<file path="config.mk">
export PLATFORM = sky130hd
export DESIGN_NAME = bus_keyed_sequencer
export DESIGN_NICKNAME = d
export VERILOG_FILES = /design/src/rtl/bus_keyed_sequencer.sv
export SDC_FILE = /design/constraint.sdc
export NUM_CORES = 1
export LEC_CHECK = 0
export CAP_MARGIN = 15
export CELL_PAD_IN_SITES_DETAIL_PLACEMENT = 2
export CELL_PAD_IN_SITES_GLOBAL_PLACEMENT = 2
export CORE_ASPECT_RATIO = 0.7
export CORE_MARGIN = 3
export CORE_UTILIZATION = 30
export CTS_CLUSTER_DIAMETER = 40
export DETAILED_ROUTE_END_ITERATION = 12
export HOLD_SLACK_MARGIN = 0.08
export PLACE_DENSITY_LB_ADDON = 0.1
export SKIP_CTS_REPAIR_TIMING = 1
export SYNTH_ARGS = -nofsm -noshare
export SYNTH_HDL_FRONTEND = slang
export SYNTH_SLANG_ARGS = --single-unit
export TNS_END_PERCENT = 1
</file>
<file path="constraint.sdc">
create_clock -name clk -period 4.7 [get_ports clk]
set_input_delay 0.94 -clock clk [delete_from_list [all_inputs] [get_ports clk]]
set_output_delay 0.94 -clock clk [all_outputs]
set_load 0.01 [all_outputs]
</file>
<file path="src/rtl/bus_keyed_sequencer.sv">
// Bus-stepped keyed sequencer: a nibble key presented on address reads unlocks an
// LFSR whose tapped parity is returned, one bit per qualified read.
module bus_keyed_sequencer #(
  parameter int                  STATE_W   = 6,
  parameter int                  ADDR_W    = 14,
  parameter logic [ADDR_W-1:0]   WIN_MASK  = 14'h3000,
  parameter logic [ADDR_W-1:0]   WIN_MATCH = 14'h1000,
  parameter int                  CMD_LSB   = 4,
  parameter int                  KEY_LEN   = 4,
  parameter logic [31:0]         KEY       = 32'h0000_A259,
  parameter logic [STATE_W-1:0]  SEED      = 6'h21,
  parameter logic [STATE_W-1:0]  POLY      = 6'h30,
  parameter logic [STATE_W-1:0]  TAP_MASK  = 6'h2D,
  parameter int                  CNT_W     = 8
) (
  input  logic               clk,
  input  logic               rst_n,
  input  logic [ADDR_W-1:0]  ba,
  input  logic               sser_n,
  input  logic               br_w,
  output logic               sd_out,
  output logic               sd_oe,
  output logic               unlocked,
  output logic [CNT_W-1:0]   step_cnt,
  output logic [STATE_W-1:0] state_q
);

  localparam int IDX_W = (KEY_LEN > 1) ? $clog2(KEY_LEN) : 1;

  typedef enum logic {LOCKED, UNLOCKED} st_e;

  st_e                st_q, st_d;
  logic               win, rd_acc, wr_acc;
  logic               rd_d, wr_d, blk;
  logic               rd_evt, wr_evt;
  logic [3:0]         cmd, key_nib;
  logic               key_hit, key_first, key_last;
  logic [IDX_W-1:0]   idx;
  logic [STATE_W-1:0] lfsr, lfsr_nxt;
  logic [CNT_W-1:0]   cnt;

  // Bus decode
  assign win    = ((ba & WIN_MASK) == WIN_MATCH) && !sser_n;
  assign rd_acc = win && br_w;
  assign wr_acc = win && !br_w;
  assign cmd    = ba[CMD_LSB +: 4];

  // blk survives reset release until the select drops, so an access held
  // across reset never turns into an event.
  assign rd_evt = rd_acc && !rd_d && !blk;
  assign wr_evt = wr_acc && !wr_d && !blk;

  always_comb begin
    key_nib = '0;
    for (int i = 0; i < KEY_LEN; i++)
      if (idx == IDX_W'(i)) key_nib = KEY[4*i +: 4];
  end

  assign key_hit   = (cmd == key_nib);
  assign key_first = (cmd == KEY[3:0]);
  assign key_last  = (idx == IDX_W'(KEY_LEN-1));

  always_comb begin
    if (lfsr == '0) lfsr_nxt = SEED;
    else            lfsr_nxt = (lfsr >> 1) ^ (lfsr[0] ? POLY : '0);
  end

  // FSM state register
  always_ff @(posedge clk or negedge rst_n) begin
    if (!rst_n) st_q <= LOCKED;
    else        st_q <= st_d;
  end

  // FSM next state
  always_comb begin
    st_d = st_q;
    case (st_q)
      LOCKED:   if (rd_evt && key_hit && key_last) st_d = UNLOCKED;
      UNLOCKED: if (wr_evt)                        st_d = LOCKED;
      default:  st_d = LOCKED;
    endcase
  end

  // FSM outputs
  always_comb begin
    unlocked = (st_q == UNLOCKED);
    sd_oe    = rd_acc;
    step_cnt = cnt;
    state_q  = lfsr;
  end

  // Datapath: edge detect, key index, LFSR, step counter, data bit
  always_ff @(posedge clk or negedge rst_n) begin
    if (!rst_n) begin
      rd_d   <= 1'b0;
      wr_d   <= 1'b0;
      blk    <= 1'b1;
      idx    <= '0;
      lfsr   <= SEED;
      cnt    <= '0;
      sd_out <= 1'b0;
    end else begin
      rd_d <= rd_acc;
      wr_d <= wr_acc;
      blk  <= blk && win;
      case (st_q)
        LOCKED: begin
          if (rd_evt) begin
            sd_out <= 1'b0;
            if (key_hit) begin
              if (key_last) begin
                idx  <= '0;
                lfsr <= SEED;
                cnt  <= '0;
              end else begin
                idx <= idx + IDX_W'(1);
              end
            end else if (key_first) begin
              idx <= IDX_W'(1);
            end else begin
              idx <= '0;
            end
          end else if (wr_evt) begin
            idx <= '0;
          end
        end
        UNLOCKED: begin
          if (rd_evt) begin
            sd_out <= ^(lfsr & TAP_MASK);
            lfsr   <= lfsr_nxt;
            if (cnt != '1) cnt <= cnt + CNT_W'(1);
          end else if (wr_evt) begin
            lfsr   <= SEED;
            idx    <= '0;
            sd_out <= 1'b0;
          end
        end
        default: ;
      endcase
    end
  end

endmodule
</file>
==> results.cfg <==
[sta]
finalHoldViolations = 0
min_period_ps = 3410
skew_ps = 6.90
timing.final.crit_share_pct = 72.5
slew_viol_final = 0
tns_ps = 0
tightest_slew_ps = 950
fmax_mhz = 294
maxSlewHeadroom_pct = 36.5
setup_viol = 0
rsz0062_at_grt = false

[clocking]
cts_tree = built
cts-htree-levels = 1
clock_path_buffers = 2
cts_inserted_buffers = 3
cts_root_buffer = clkbuf_8
clk_pin_slew_ps = 70
cts.sinks = 21
clk_latency_ps = 260

[logic_synthesis]
syn_inst = 125
async_reset_ff_share_pct = 100
netlist_area_um2 = 1220
syn_area_per_cell_um2 = 9.79
ys_ff_latch = 21
yosysUniqueCellTypes = 42
synth_edf_count = 0
synth_nets = 150
synth-main-ff-cell = dfrtp_1
yosys_warnings = 0
synth-seq-area-share_pct = 43.3

[critical_path]
cpLargestDelayFamily = buffers and inverters
critPathBufInv = 2
max_stage_delay_ps = 540
worst-endpoint-arrival_ps = 2470
start_kind = input port
crit_type = input port to primary output
cpMostUsedCell = clkdlybuf4s50_1
required_ps = 3760
cp-end-kind = primary output
crit_path_max_fanout = 3
crit_slowest_cell = clkdlybuf4s50_1
path_cells = clkdlybuf4s50_1 > nor3b_1 > and2_1 > clkdlybuf4s50_1

[worst_hold_path]
hold_path_class = flip-flop to flip-flop

[placed_design]
gp_congestion = 0.761
portBuffers = 26
dpl.hpwl_um = 2590

[detailed_routing]
drc = 0
detail-route-antenna-nets = 0
dr_total_vias = 1082
wl_um = 3300
dr.pass1.iters = 3
post_drt_wl_per_cell_um = 16.3
initialDrtViolationCount = 11
via_per_inst = 5.33

[floorplan]
start_util_pct = 32.9
die_w_um = 82.3
die-area_um2 = 4890
core-area_um2 = 3720
placementRows = 18
die_y_um = 59.4
boundaryPins = 35

[global_route]
met2_usage_pct = 24.4
overflow = 0
met3_usage_pct = 4.26
grt_pass1_wl_um = 5620
grt.busiest_layer = met2
use_met1_pct = 20.2
grt_start_max_net_pins = 22
grt_use_total_pct = 15.2
antenna_found_initial = 0
grt_pass1_vias = 1136

[finish]
area_growth_pct = 29.4
final_cell_mix = clkdlybuf4s50_1, dfrtp_1, nand2_1
antennaDiodeCount = 0
finish.utilization_pct = 42.6
layout_commonest_cell = clkdlybuf4s50_1
drive_gt1_share_pct = 9.15
fin_nets = 179
fillCellCount = 413

[pwr]
peakVddDrop_uv = 125
p_per_area_nw_per_um2 = 308
leakage_uw = 0.000614

[job]
drv_cap = 0

[outcome]
status = finished, final reports clean
where the power goes:
| part | internal, µW | switching [µW] | total, µW |
|---|---|---|---|
| sequential | 207 | 26.9 | 233 |
| clock | 59.2 | 62.3 | 121 |
| combinational | 72.5 | 60.0 | 133 |
cell families (layout without fill, tap and decap cells):
logic type               Yosys count  after routing  synth area share, %
flip-flops                        21             21                 43.3
XOR/XNOR                           7              7                 5.01
AO/OA/AOI/OAI                     30             30                 19.3
AND/OR/NAND/NOR                   49             49                 21.8
adder cells (fa/ha/maj)            7              7                 7.16
buffers and inverters             11             39                 3.48
tightest hold or removal path, stage by stage (launching register included):
cell and delay (ps):
dfstp_2 390, inv_1 50, a22oi_1 60
final cells by class:
class | count | area, µm² | share of cell area, %
clock buffer | 3 | 41.3 | 2.61
clock inverter | 1 | 5.00 | 0.316
inverter | 9 | 33.8 | 2.13
multi-input combinational | 93 | 652 | 41.2
sequential | 21 | 529 | 33.4
tap | 50 | 62.6 | 3.95
timing repair buffer | 26 | 260 | 16.4
path summary, 6_finish.rpt:
check / startpoint / to / slack (ps) / cells after the start
worst max register to register: idx[0]$_DFFE_PN0P_ / step_cnt[7]$_DFFE_PN0P_ / 2140 / 7
max in group asynchronous: rst_n / idx[0]$_DFFE_PN0P_ / 2920 / 1
worst min register to register: state_q[5]$_DFFE_PN1P_ / state_q[5]$_DFFE_PN1P_ / 510 / 2
min in group asynchronous: rst_n / step_cnt[7]$_DFFE_PN0P_ / 1190 / 1
worst min-delay path: state_q[5]$_DFFE_PN1P_ / state_q[5]$_DFFE_PN1P_ / 510 / 2
worst max-delay path: sser_n / sd_oe / 1290 / 4
synthesized netlist by cell type (2+ instances only):
master	instances	share of area [%]
a21oi_1	3	1.2
o2bb2ai_1	2	1.4
dfstp_2	3	6.4
xnor2_1	5	3.6
o41ai_1	2	1.4
a22o_1	2	1.4
nor2b_1	2	1.0
and2_1	3	1.5
nand2_1	15	4.6
nor2_1	9	2.8
nor3_1	4	1.6
a22oi_1	3	1.8
a32o_1	2	1.6
nand4_1	2	1.0
inv_1	9	2.8
nand2b_1	2	1.0
nor4_1	5	2.6
dfrtp_1	18	37
o21ai_0	4	1.6
ha_1	7	7.2
xor2_1	2	1.4
routing by layer:
metal,share of wire (%),up-vias
li1,-,516
met1,47,544
met2,49,17
met3,3.5,5
met4,0.88,0
met5,0,-
stage by stage:
step	hold slack (ps)	total power [µW]	area, µm²	setup WS (ps)	std cells
2_1_floorplan	494	297	1220	2250	125
3_3_place_gp	489	365	1540	1320	199
3_5_place_dp	507	372	1540	1270	199
4_1_cts	521	496	1580	1280	203
5_1_grt	541	522	1580	1210	203
6_report	514	487	1580	1290	203
sequential cells by signal, indices dropped and copies added, names as in the netlist:
| name | flops |
|---|---|
| sd_out | 1 |
| blk | 1 |
| rd_d | 1 |
| unlocked | 1 |
| idx | 2 |
| step_cnt | 8 |
| state_q | 6 |
| wr_d | 1 |
No activity file was read; power rests on OpenSTA's default activity.
